**src/rtl/imem_loader_if.sv**
```systemverilog
// Byte-stream handshake between a byte source and imem_loader.
// The master drives valid/data; the slave (the loader) drives ready.
interface imem_loader_if;
  logic       byte_valid;
  logic [7:0] byte_data;
  logic       byte_ready;

  modport master (output byte_valid, output byte_data, input  byte_ready);
  modport slave  (input  byte_valid, input  byte_data, output byte_ready);
endinterface

```
**src/rtl/imem_loader.sv**
```systemverilog
// Loads a length-prefixed little-endian byte stream into instruction memory and holds the core in reset until done.
// Optional feature macro: LOADER_CHECKSUM_EN adds a trailing XOR checksum byte check.
module imem_loader #(
  parameter logic [31:0] BASE_ADDR = 32'h0,
  parameter int unsigned MAX_WORDS = 1024
) (
  input  logic         clk,
  input  logic         reset,
  input  logic         start,
  imem_loader_if.slave bus,
  output logic         InstrWrite,
  output logic [31:0]  WriteInst,
  output logic [31:0]  WriteAdress,
  output logic         core_reset,
  output logic         done,
  output logic         error
);
  localparam int unsigned CNT_W = 16;
  localparam int unsigned WORD_W = 32;

  typedef enum logic [2:0] {
    S_IDLE, S_LEN0, S_LEN1, S_DATA, S_WRITE,
`ifdef LOADER_CHECKSUM_EN
    S_CSUM,
`endif
    S_DONE, S_ERR
  } state_t;

  // State entered once the image body is complete (or the count is zero).
`ifdef LOADER_CHECKSUM_EN
  localparam state_t S_LAST = S_CSUM;
`else
  localparam state_t S_LAST = S_DONE;
`endif

  state_t              state, state_n;
  logic [CNT_W-1:0]    count, count_n;
  logic [CNT_W-1:0]    k, k_n;
  logic [1:0]          b, b_n;
  logic [WORD_W-1:0]   word, word_n;
  logic [7:0]          csum, csum_n;
  logic                ready_q, ready_n;
  logic                instr_write_n, core_reset_n, done_n, error_n;
  logic [WORD_W-1:0]   write_inst_n, write_addr_n;
  logic                xfer;
  logic [CNT_W-1:0]    hdr;

  assign bus.byte_ready = ready_q;
  assign xfer           = bus.byte_valid & ready_q;
  assign hdr            = {bus.byte_data, count[7:0]};

  // Next-state, datapath and registered-output computation.
  always_comb begin
    state_n       = state;
    count_n       = count;
    k_n           = k;
    b_n           = b;
    word_n        = word;
    csum_n        = csum;
    ready_n       = 1'b0;
    instr_write_n = 1'b0;
    write_inst_n  = WriteInst;
    write_addr_n  = WriteAdress;
    core_reset_n  = 1'b1;
    done_n        = 1'b0;
    error_n       = 1'b0;

    case (state)
      S_IDLE, S_DONE, S_ERR: begin
        if (start) begin
          state_n = S_LEN0;
          count_n = '0;
          csum_n  = '0;
        end
      end
      S_LEN0: begin
        if (xfer) begin
          count_n[7:0] = bus.byte_data;
          csum_n       = csum ^ bus.byte_data;
          state_n      = S_LEN1;
        end
      end
      S_LEN1: begin
        if (xfer) begin
          count_n = hdr;
          csum_n  = csum ^ bus.byte_data;
          k_n     = '0;
          b_n     = '0;
          if (hdr == '0)                    state_n = S_LAST;
          else if (32'(hdr) > MAX_WORDS)    state_n = S_ERR;
          else                              state_n = S_DATA;
        end
      end
      S_DATA: begin
        if (xfer) begin
          word_n[{b, 3'b000} +: 8] = bus.byte_data;
          csum_n = csum ^ bus.byte_data;
          if (b == 2'd3) state_n = S_WRITE;
          else           b_n     = b + 2'd1;
        end
      end
      S_WRITE: begin
        if (k + 16'd1 == count) begin
          state_n = S_LAST;
        end else begin
          k_n     = k + 16'd1;
          b_n     = '0;
          state_n = S_DATA;
        end
      end
`ifdef LOADER_CHECKSUM_EN
      S_CSUM: begin
        if (xfer) state_n = (bus.byte_data == csum) ? S_DONE : S_ERR;
      end
`endif
      default: state_n = S_IDLE;
    endcase

    // Ready follows the next state, but stays low for one cycle after a start.
    case (state_n)
      S_LEN0, S_LEN1, S_DATA: ready_n = 1'b1;
`ifdef LOADER_CHECKSUM_EN
      S_CSUM:                 ready_n = 1'b1;
`endif
      default:                ready_n = 1'b0;
    endcase
    if (state == S_IDLE || state == S_DONE || state == S_ERR) ready_n = 1'b0;

    // Write port and status reflect the state held during the previous cycle.
    if (state == S_WRITE) begin
      instr_write_n = 1'b1;
      write_inst_n  = word;
      write_addr_n  = BASE_ADDR + 32'({k, 2'b00});
    end
    core_reset_n = (state != S_DONE);
    done_n       = (state == S_DONE);
    error_n      = (state == S_ERR);
  end

  // State, datapath and output registers with synchronous active-low reset.
  always_ff @(posedge clk) begin
    if (!reset) begin
      state       <= S_IDLE;
      count       <= '0;
      k           <= '0;
      b           <= '0;
      word        <= '0;
      csum        <= '0;
      ready_q     <= 1'b0;
      InstrWrite  <= 1'b0;
      WriteInst   <= '0;
      WriteAdress <= BASE_ADDR;
      core_reset  <= 1'b1;
      done        <= 1'b0;
      error       <= 1'b0;
    end else begin
      state       <= state_n;
      count       <= count_n;
      k           <= k_n;
      b           <= b_n;
      word        <= word_n;
      csum        <= csum_n;
      ready_q     <= ready_n;
      InstrWrite  <= instr_write_n;
      WriteInst   <= write_inst_n;
      WriteAdress <= write_addr_n;
      core_reset  <= core_reset_n;
      done        <= done_n;
      error       <= error_n;
    end
  end
endmodule

```
**src/flat_wrapper.sv**
```systemverilog
// flat-port wrapper written by rule: the top's interface ports become plain ports
module imem_loader_flat 
#(
  parameter logic [31:0] BASE_ADDR = 32'h0,
  parameter int unsigned MAX_WORDS = 1024
)
  (clk, reset, start, InstrWrite, WriteInst, WriteAdress, core_reset, done, error, bus_byte_valid, bus_byte_data, bus_byte_ready);
  imem_loader_if bus_i ();
  input  logic clk;
  input  logic reset;
  input  logic start;
  output logic InstrWrite;
  output logic [31:0] WriteInst;
  output logic [31:0] WriteAdress;
  output logic core_reset;
  output logic done;
  output logic error;
  input wire logic [$bits(bus_i.byte_valid)-1:0] bus_byte_valid;
  input wire logic [$bits(bus_i.byte_data)-1:0] bus_byte_data;
  output wire logic [$bits(bus_i.byte_ready)-1:0] bus_byte_ready;
  assign bus_i.byte_valid = bus_byte_valid;
  assign bus_i.byte_data = bus_byte_data;
  assign bus_byte_ready = bus_i.byte_ready;
  imem_loader #(.BASE_ADDR(BASE_ADDR), .MAX_WORDS(MAX_WORDS)) u_core (.clk(clk), .reset(reset), .start(start), .bus(bus_i), .InstrWrite(InstrWrite), .WriteInst(WriteInst), .WriteAdress(WriteAdress), .core_reset(core_reset), .done(done), .error(error));
endmodule
```
**config.mk**
```make
export PLATFORM = sky130hd
export DESIGN_NAME = imem_loader_flat
export DESIGN_NICKNAME = d
export VERILOG_FILES = /design/src/rtl/imem_loader_if.sv /design/src/rtl/imem_loader.sv /design/src/flat_wrapper.sv
export SDC_FILE = /design/constraint.sdc
export NUM_CORES = 1
export LEC_CHECK = 0
export CAP_MARGIN = 20
export CORE_MARGIN = 4
export CORE_UTILIZATION = 57
export CTS_BUF_LIST = sky130_fd_sc_hd__clkbuf_8
export CTS_CLUSTER_SIZE = 12
export DETAILED_ROUTE_END_ITERATION = 8
export PLACE_DENSITY = 0.81
export SLEW_MARGIN = 30
export SYNTH_ARGS = -nofsm -noshare
export SYNTH_HDL_FRONTEND = slang
export SYNTH_SLANG_ARGS = --single-unit
export TNS_END_PERCENT = 100
```
**constraint.sdc**
```tcl
create_clock -name clk -period 2.85 [get_ports clk]
set_input_delay 0.285 -clock clk [delete_from_list [all_inputs] [get_ports clk]]
set_output_delay 0.285 -clock clk [all_outputs]
set_load 0.05 [all_outputs]
```
==> results.toml, run 1 <==
[power]
powerDensity_nw_per_um2 = 520
p_int_mw = 2.77
power_frac_seq_pct = 47.7
clkPwrFrac_pct = 46.5
swShare_pct = 23.1
p_leak_nw = 2.37
combinationalPowerShare_pct = 5.8
p_sw_mw = 0.831
ir_worst_vdd_mv = 0.332

[worst_setup_path]
r2r-end = "u_core.k[0]"
cp.required_ns = 3.15
critPathCapture = "u_core.k[0]"
worstPathCellList = "nand4_2 -> or4_1 -> a211o_1 -> a221oi_4 -> nand3_4 -> nand2_1 -> o21ai_0"
reg2reg_depth = 7
cp.arrival_ns = 2.97
path_max_fanout = 10
critical_path_buf_inv_count = 0
r2r_start = "u_core.k[3]"
cp-start-kind = "register"
r2r_setup_slack_ns = 0.17
path_depth = 7
cp-startpoint = "u_core.k[3]"
path_class = "register to register"
crit_slowest_cell = "dfxtp_1"
critPathCaptureType = "register"
cp_slowest_stage_delay_ns = 0.51
path_delay_family = "simple AND/OR/NAND/NOR gates"

[floorplanning]
dieHeight_um = 108
die_width_um = 108
io-pin-count = 81
rows = 36
core_um2 = 9820
die_area_um2 = 11800
initial_core_util_pct = 58.5

[clocking]
cts_sinks = 122
clk_path_buf_depth = 2
h-tree-depth = 4
clock_latency_ns = 0.43
cts_made_buffers = 17
tritoncts = "built"
clkSlewWorstSetupHoldPaths_ns = 0.08
clock-root-buffer = "clkbuf_8"

[cells_and_area]
layout-drive-gt1-share_pct = 9.20
finalInstanceArea_um2 = 6930
area_growth_pct = 20.5
utilization_pct = 70.6
n_antenna_cell = 0
fin_nets = 778

[yosys]
syn_area_um2 = 5750
ys_warn_count = 0
synth_seq_area_share_pct = 42.5
synthCells = 700
synth.distinct_cells = 60
yosys-top-cells-count = "161 x nand2_1, 122 x dfxtp_1, 94 x a21boi_0"
syn_avg_cell_area_um2 = 8.21
synth_top_area_share_pct = 42.5
synth_seq_cells = 122
async_flop_share_pct = 0
ys.flop_type = "dfxtp_1"
synth_top_area_cell = "dfxtp_1"
synth_edf_count = 0
synth_area_leaders = "dfxtp_1 42%, a21boi_0 12%, nand2_1 11%, nand3_1 5.6%, clkbuf_1 2.4%"
synth.most_common_cell = "nand2_1"

[min_path]
hold_path_class = "input port to register"
min-delay-start = "reset"
whs_path_depth = 3

[drt]
drtIter0Drc = 356
drc = 0
vias = 5189
post_drt_wl_per_cell_um = 15.9
vias_per_cell = 5.73
drt-total-wl_mm = 14.4
antenna_left = 0
dr.pass1.iters = 7

[timing]
finalCriticalPeriod_ns = 2.68
fmax_mhz = 373
hold_violations = 0
finClkSkew_ns = 0.00880
rsz0062_at_grt = "false"
finalSetupTns_ns = 0
setup_violations = 0
period_share_pct = 94.0
setup_ws_ns = 0.172
slew_violations = 0
tightest_slew_ns = 0.781
slew-limit-headroom_pct = 47.5

[placed_design]
dp_worst_setup_slack_ns = 0.160
gp_congestion = 0.884
hpwl_mm = 9.99
port_buffers = 64
dpl_cell_area_um2 = 6460

[global_routing]
grtUsageTotal_pct = 25.4
grt_pass1_vias = 4927
antenna_found_initial = 0
grt_max_degree = 60
grt_pass1_wl_mm = 23.6
grt_overflow = 0

[flow_run]
drv_cap = 0

[run_status]
status = "finished, final reports clean"
## layer usage
layer,vias up,track usage (%),share of wire [%],wire length (um)
li1,2508,-,-,-
met1,2436,31.9,42,6080
met2,215,42.5,49,7000
met3,30,6.27,7.2,1030
met4,0,8.57,2.0,288
met5,-,0,0,0
## sequential cells by signal (all words and copies together), names as in the netlist
| signal | count |
|---|---|
| u_core.InstrWrite | 1 |
| u_core.WriteAdress | 16 |
| u_core.WriteInst | 32 |
| u_core.b | 2 |
| u_core.bus.byte_ready | 1 |
| u_core.core_reset | 1 |
| u_core.count | 16 |
| u_core.done | 1 |
| u_core.error | 1 |
| u_core.k | 16 |
| u_core.state | 3 |
| u_core.word | 32 |
## power by group through the flow
| stage | clock (mW) | sequential, mW | combinational [mW] |
|---|---|---|---|
| floorplan | 0 | 1.76 | 0.158 |
| global placement | 0 | 1.76 | 0.199 |
| detailed placement | 0 | 1.76 | 0.202 |
| CTS | 1.70 | 1.72 | 0.203 |
| global route | 1.78 | 1.72 | 0.221 |
| finish | 1.68 | 1.72 | 0.209 |
## logic make-up after synthesis
| logic type | synth area share [%] |
|---|---|
| multiplexers | 0.174 |
| AO/OA/AOI/OAI | 21.4 |
| other | 0.0652 |
| flip-flops | 42.5 |
| adder cells (fa/ha/maj) | 1.52 |
| buffers and inverters | 6.12 |
| XOR/XNOR | 3.55 |
| AND/OR/NAND/NOR | 24.7 |
## worst min-delay path by stage
stage | end | slack (ns)
3_3_place_gp | u_core.WriteInst[0] | 0.45
5_1_grt | u_core.WriteAdress[16] | 0.46
4_1_cts | u_core.WriteAdress[12] | 0.43
6_report | u_core.WriteAdress[16] | 0.44
3_5_place_dp | u_core.word[12] | 0.46
2_1_floorplan | u_core.WriteInst[0] | 0.44
## final cells by class
| class | instances | area, um^2 |
|---|---|---|
| Multi-Input combinational cell | 520 | 3020 |
| Clock buffer | 19 | 262 |
| Inverter | 9 | 33.8 |
| Sequential cell | 122 | 2440 |
| Clock inverter | 13 | 174 |
| Timing Repair Buffer | 89 | 823 |
| Fill cell | 793 | 2890 |
| Tap cell | 133 | 166 |
## what timing repair did
action,CTS,global route
hold buffers,0,0
endpoints found under the setup margin,0,11
gates resized for setup,0,3
buffers inserted,0,3
## tightest hold or removal path, cell delays in order
cell and delay, ns:
buf_2 0.11, buf_4 0.25, a21boi_0 0.17
## cells in the final DEF, fill, tap and decap left out, drive strengths merged, types with 7 or more instances in the layout
cell and n:
and3 9, dfxtp 122, nor2 19, clkbuf 19, a21boi 95, ha 7, xnor2 10, inv 8
nand2 161, o31ai 8, conb 16, xor2 8, o21ai 21, clkdlybuf4s50 63, nand3 65, buf 26
nor2b 9, clkinv 8, a21oi 13
## through the flow
| step | power, mW | hold slack [ns] | std cells |
|---|---|---|---|
| finish | 3.60 | 0.442 | 905 |
| global route | 3.72 | 0.464 | 905 |
| CTS | 3.62 | 0.432 | 902 |
| detailed placement | 1.96 | 0.455 | 870 |
| global placement | 1.95 | 0.450 | 870 |
| floorplan | 1.91 | 0.441 | 715 |
No activity file was read; power rests on OpenSTA's default activity.
==> run 2: changes to the inputs <==
==> constraint.sdc (replaced) <==
create_clock -name clk -period 2.85 [get_ports clk]
set_input_delay 0.285 -clock clk [delete_from_list [all_inputs] [get_ports clk]]
set_output_delay 0.285 -clock clk [all_outputs]
set_load 0.1 [all_outputs]
==> results.toml, run 2 (synthesis results as in run 1) <==
[timing]
tightest_slew_ns = 0.819
fmax_mhz = 376
finClkSkew_ns = 0.00916
finalSetupTns_ns = 0
setup_violations = 0
period_share_pct = 93.4
hold_violations = 0
slew-limit-headroom_pct = 45.0
rsz0062_at_grt = "false"
finalCriticalPeriod_ns = 2.66
slew_violations = 0

[global_routing]
grt_max_degree = 50
grt_overflow = 0
grt_pass1_vias = 4734
use_met3_pct = 6.81
busiest_layer = "met2"
antenna_found_initial = 0
grt_pass1_wl_mm = 22.9
grtUsageTotal_pct = 24.8
grt_util_met2_pct = 40.5
use_met1_pct = 31.6

[clocking]
clock-root-buffer = "clkbuf_8"
clock_latency_ns = 0.44
h-tree-depth = 4
cts_sinks = 122
cts-hold-fix-buffers = 0
clk_path_buf_depth = 2
tritoncts = "built"
cts_made_buffers = 17
clkSlewWorstSetupHoldPaths_ns = 0.07

[floorplanning]
dieHeight_um = 108
initial_core_util_pct = 58.5
io-pin-count = 81
die_area_um2 = 11800
die_width_um = 108
core_um2 = 9820
rows = 36

[worst_setup_path]
reg2reg_depth = 10
crit_slowest_cell = "or3b_2"
cp_slowest_stage_delay_ns = 0.50
cp.required_ns = 3.19
cp.arrival_ns = 3.01
r2r_setup_slack_ns = 0.19
cp-start-kind = "register"
r2r_start = "u_core.k[1]"
r2r-end = "u_core.k[3]"
worstPathCellList = "ha_1 -> nand3_1 -> xnor2_1 -> or3b_2 -> a221oi_4 -> nand3_4 -> a21oi_4 -> buf_4 -> a21oi_1 -> o31ai_1"
critPathCaptureType = "register"
path_class = "register to register"
path_max_fanout = 9

[drt]
drc = 0
dr.pass1.iters = 5
antenna_left = 0
post_drt_wl_per_cell_um = 15.6
drt-total-wl_mm = 14.1
vias = 5051
drtIter0Drc = 384
vias_per_cell = 5.57

[run_status]
status = "finished, final reports clean"

[cells_and_area]
layout_commonest_cell = "nand2_1"
area_growth_pct = 18.7
filler_cell_count = 822
layout_common_cells = "160 x nand2_1, 121 x dfxtp_1, 94 x a21boi_0"
layout-drive-gt1-share_pct = 15.9
reg_top3 = "u_core.WriteInst (32), u_core.word (32)"
n_antenna_cell = 0
utilization_pct = 69.5
layoutNonFillerInstCount = 907
fin_nets = 780
finalInstanceArea_um2 = 6830

[flow_run]
drv_cap = 0

[min_path]
whs_path_depth = 3
hold_path_end = "u_core.error"
hold_path_class = "input port to register"
min-delay-start = "reset"

[placed_design]
port_buffers = 64
hpwl_mm = 9.97
dpl_cell_area_um2 = 6350
dp_cells = 873
gp_congestion = 0.895

[power]
powerDensity_nw_per_um2 = 545
ir_worst_vdd_mv = 0.363
p_total_mw = 3.72
p_leak_nw = 2.51
[run 2: how the worst max path moves through the flow]
stage | start | to | cells after the start | slack [ns]
global route | u_core.k[1] | u_core.k[15] | 10 | 0.004
global placement | u_core.k[1] | u_core.k[15] | 9 | 0.24
floorplan | u_core.bus.byte_ready | u_core.word[10] | 8 | 0.35
detailed placement | u_core.k[1] | u_core.k[10] | 9 | 0.13
CTS | u_core.k[1] | u_core.k[10] | 9 | 0.11
finish | u_core.k[1] | u_core.k[3] | 10 | 0.19
[run 2: layer usage]
metal / share of wire (%) / up-vias / wire length (um)
li1: - / 2500 / -
met1: 43 / 2352 / 6080
met3: 7.4 / 24 / 1040
met4: 1.6 / 0 / 226
met5: 0 / - / 0
met2: 48 / 175 / 6760
[run 2: through the flow]
step / worst slack [ns] / hold slack (ns)
floorplan: 0.345 / 0.441
global placement: 0.240 / 0.451
detailed placement: 0.133 / 0.457
CTS: 0.115 / 0.226
global route: 0.00396 / 0.256
finish: 0.188 / 0.249
[run 2: area by class of cell]
cell class	instances	area, um^2	share of cell area, %
flip-flops and latches	122	2440	35.8
clock buffers	18	248	3.63
clock inverters	14	204	2.99
repair buffers	91	706	10.3
multi-input cells	520	3020	44.3
well taps	133	166	2.44
inverters	9	33.8	0.495
[run 2: power by group]
part           internal [mW]  switching [mW]
clock                   1.05           0.693
combinational         0.0694           0.188
sequential              1.71         0.00626
[run 2: critical path, delay by kind of cell, from the launching register on]
kind / cells / cell delay (ns)
flip-flops: 1 / 0.44
adder cells (fa/ha/maj): 1 / 0.28
AO/OA/AOI/OAI: 4 / 0.67
AND/OR/NAND/NOR: 3 / 0.83
buffers and inverters: 1 / 0.17
XOR/XNOR: 1 / 0.17
[run 2: timing repair]
action | in CTS | in global routing
gates resized for setup | 0 | 2
setup buffers | 0 | 2
endpoints found under the setup margin | 0 | 11
endpoints found under the hold margin | 0 | 0
==> run 3: changes to the inputs <==
--- a/config.mk
+++ b/config.mk
@@ -9,7 +9,6 @@
 export CORE_MARGIN = 4
 export CORE_UTILIZATION = 57
 export CTS_BUF_LIST = sky130_fd_sc_hd__clkbuf_8
-export CTS_CLUSTER_SIZE = 12
 export DETAILED_ROUTE_END_ITERATION = 8
 export PLACE_DENSITY = 0.81
 export SLEW_MARGIN = 30
==> results of run 3 <==
No change in the layout: final DEF, timing and power equal those of run 2.
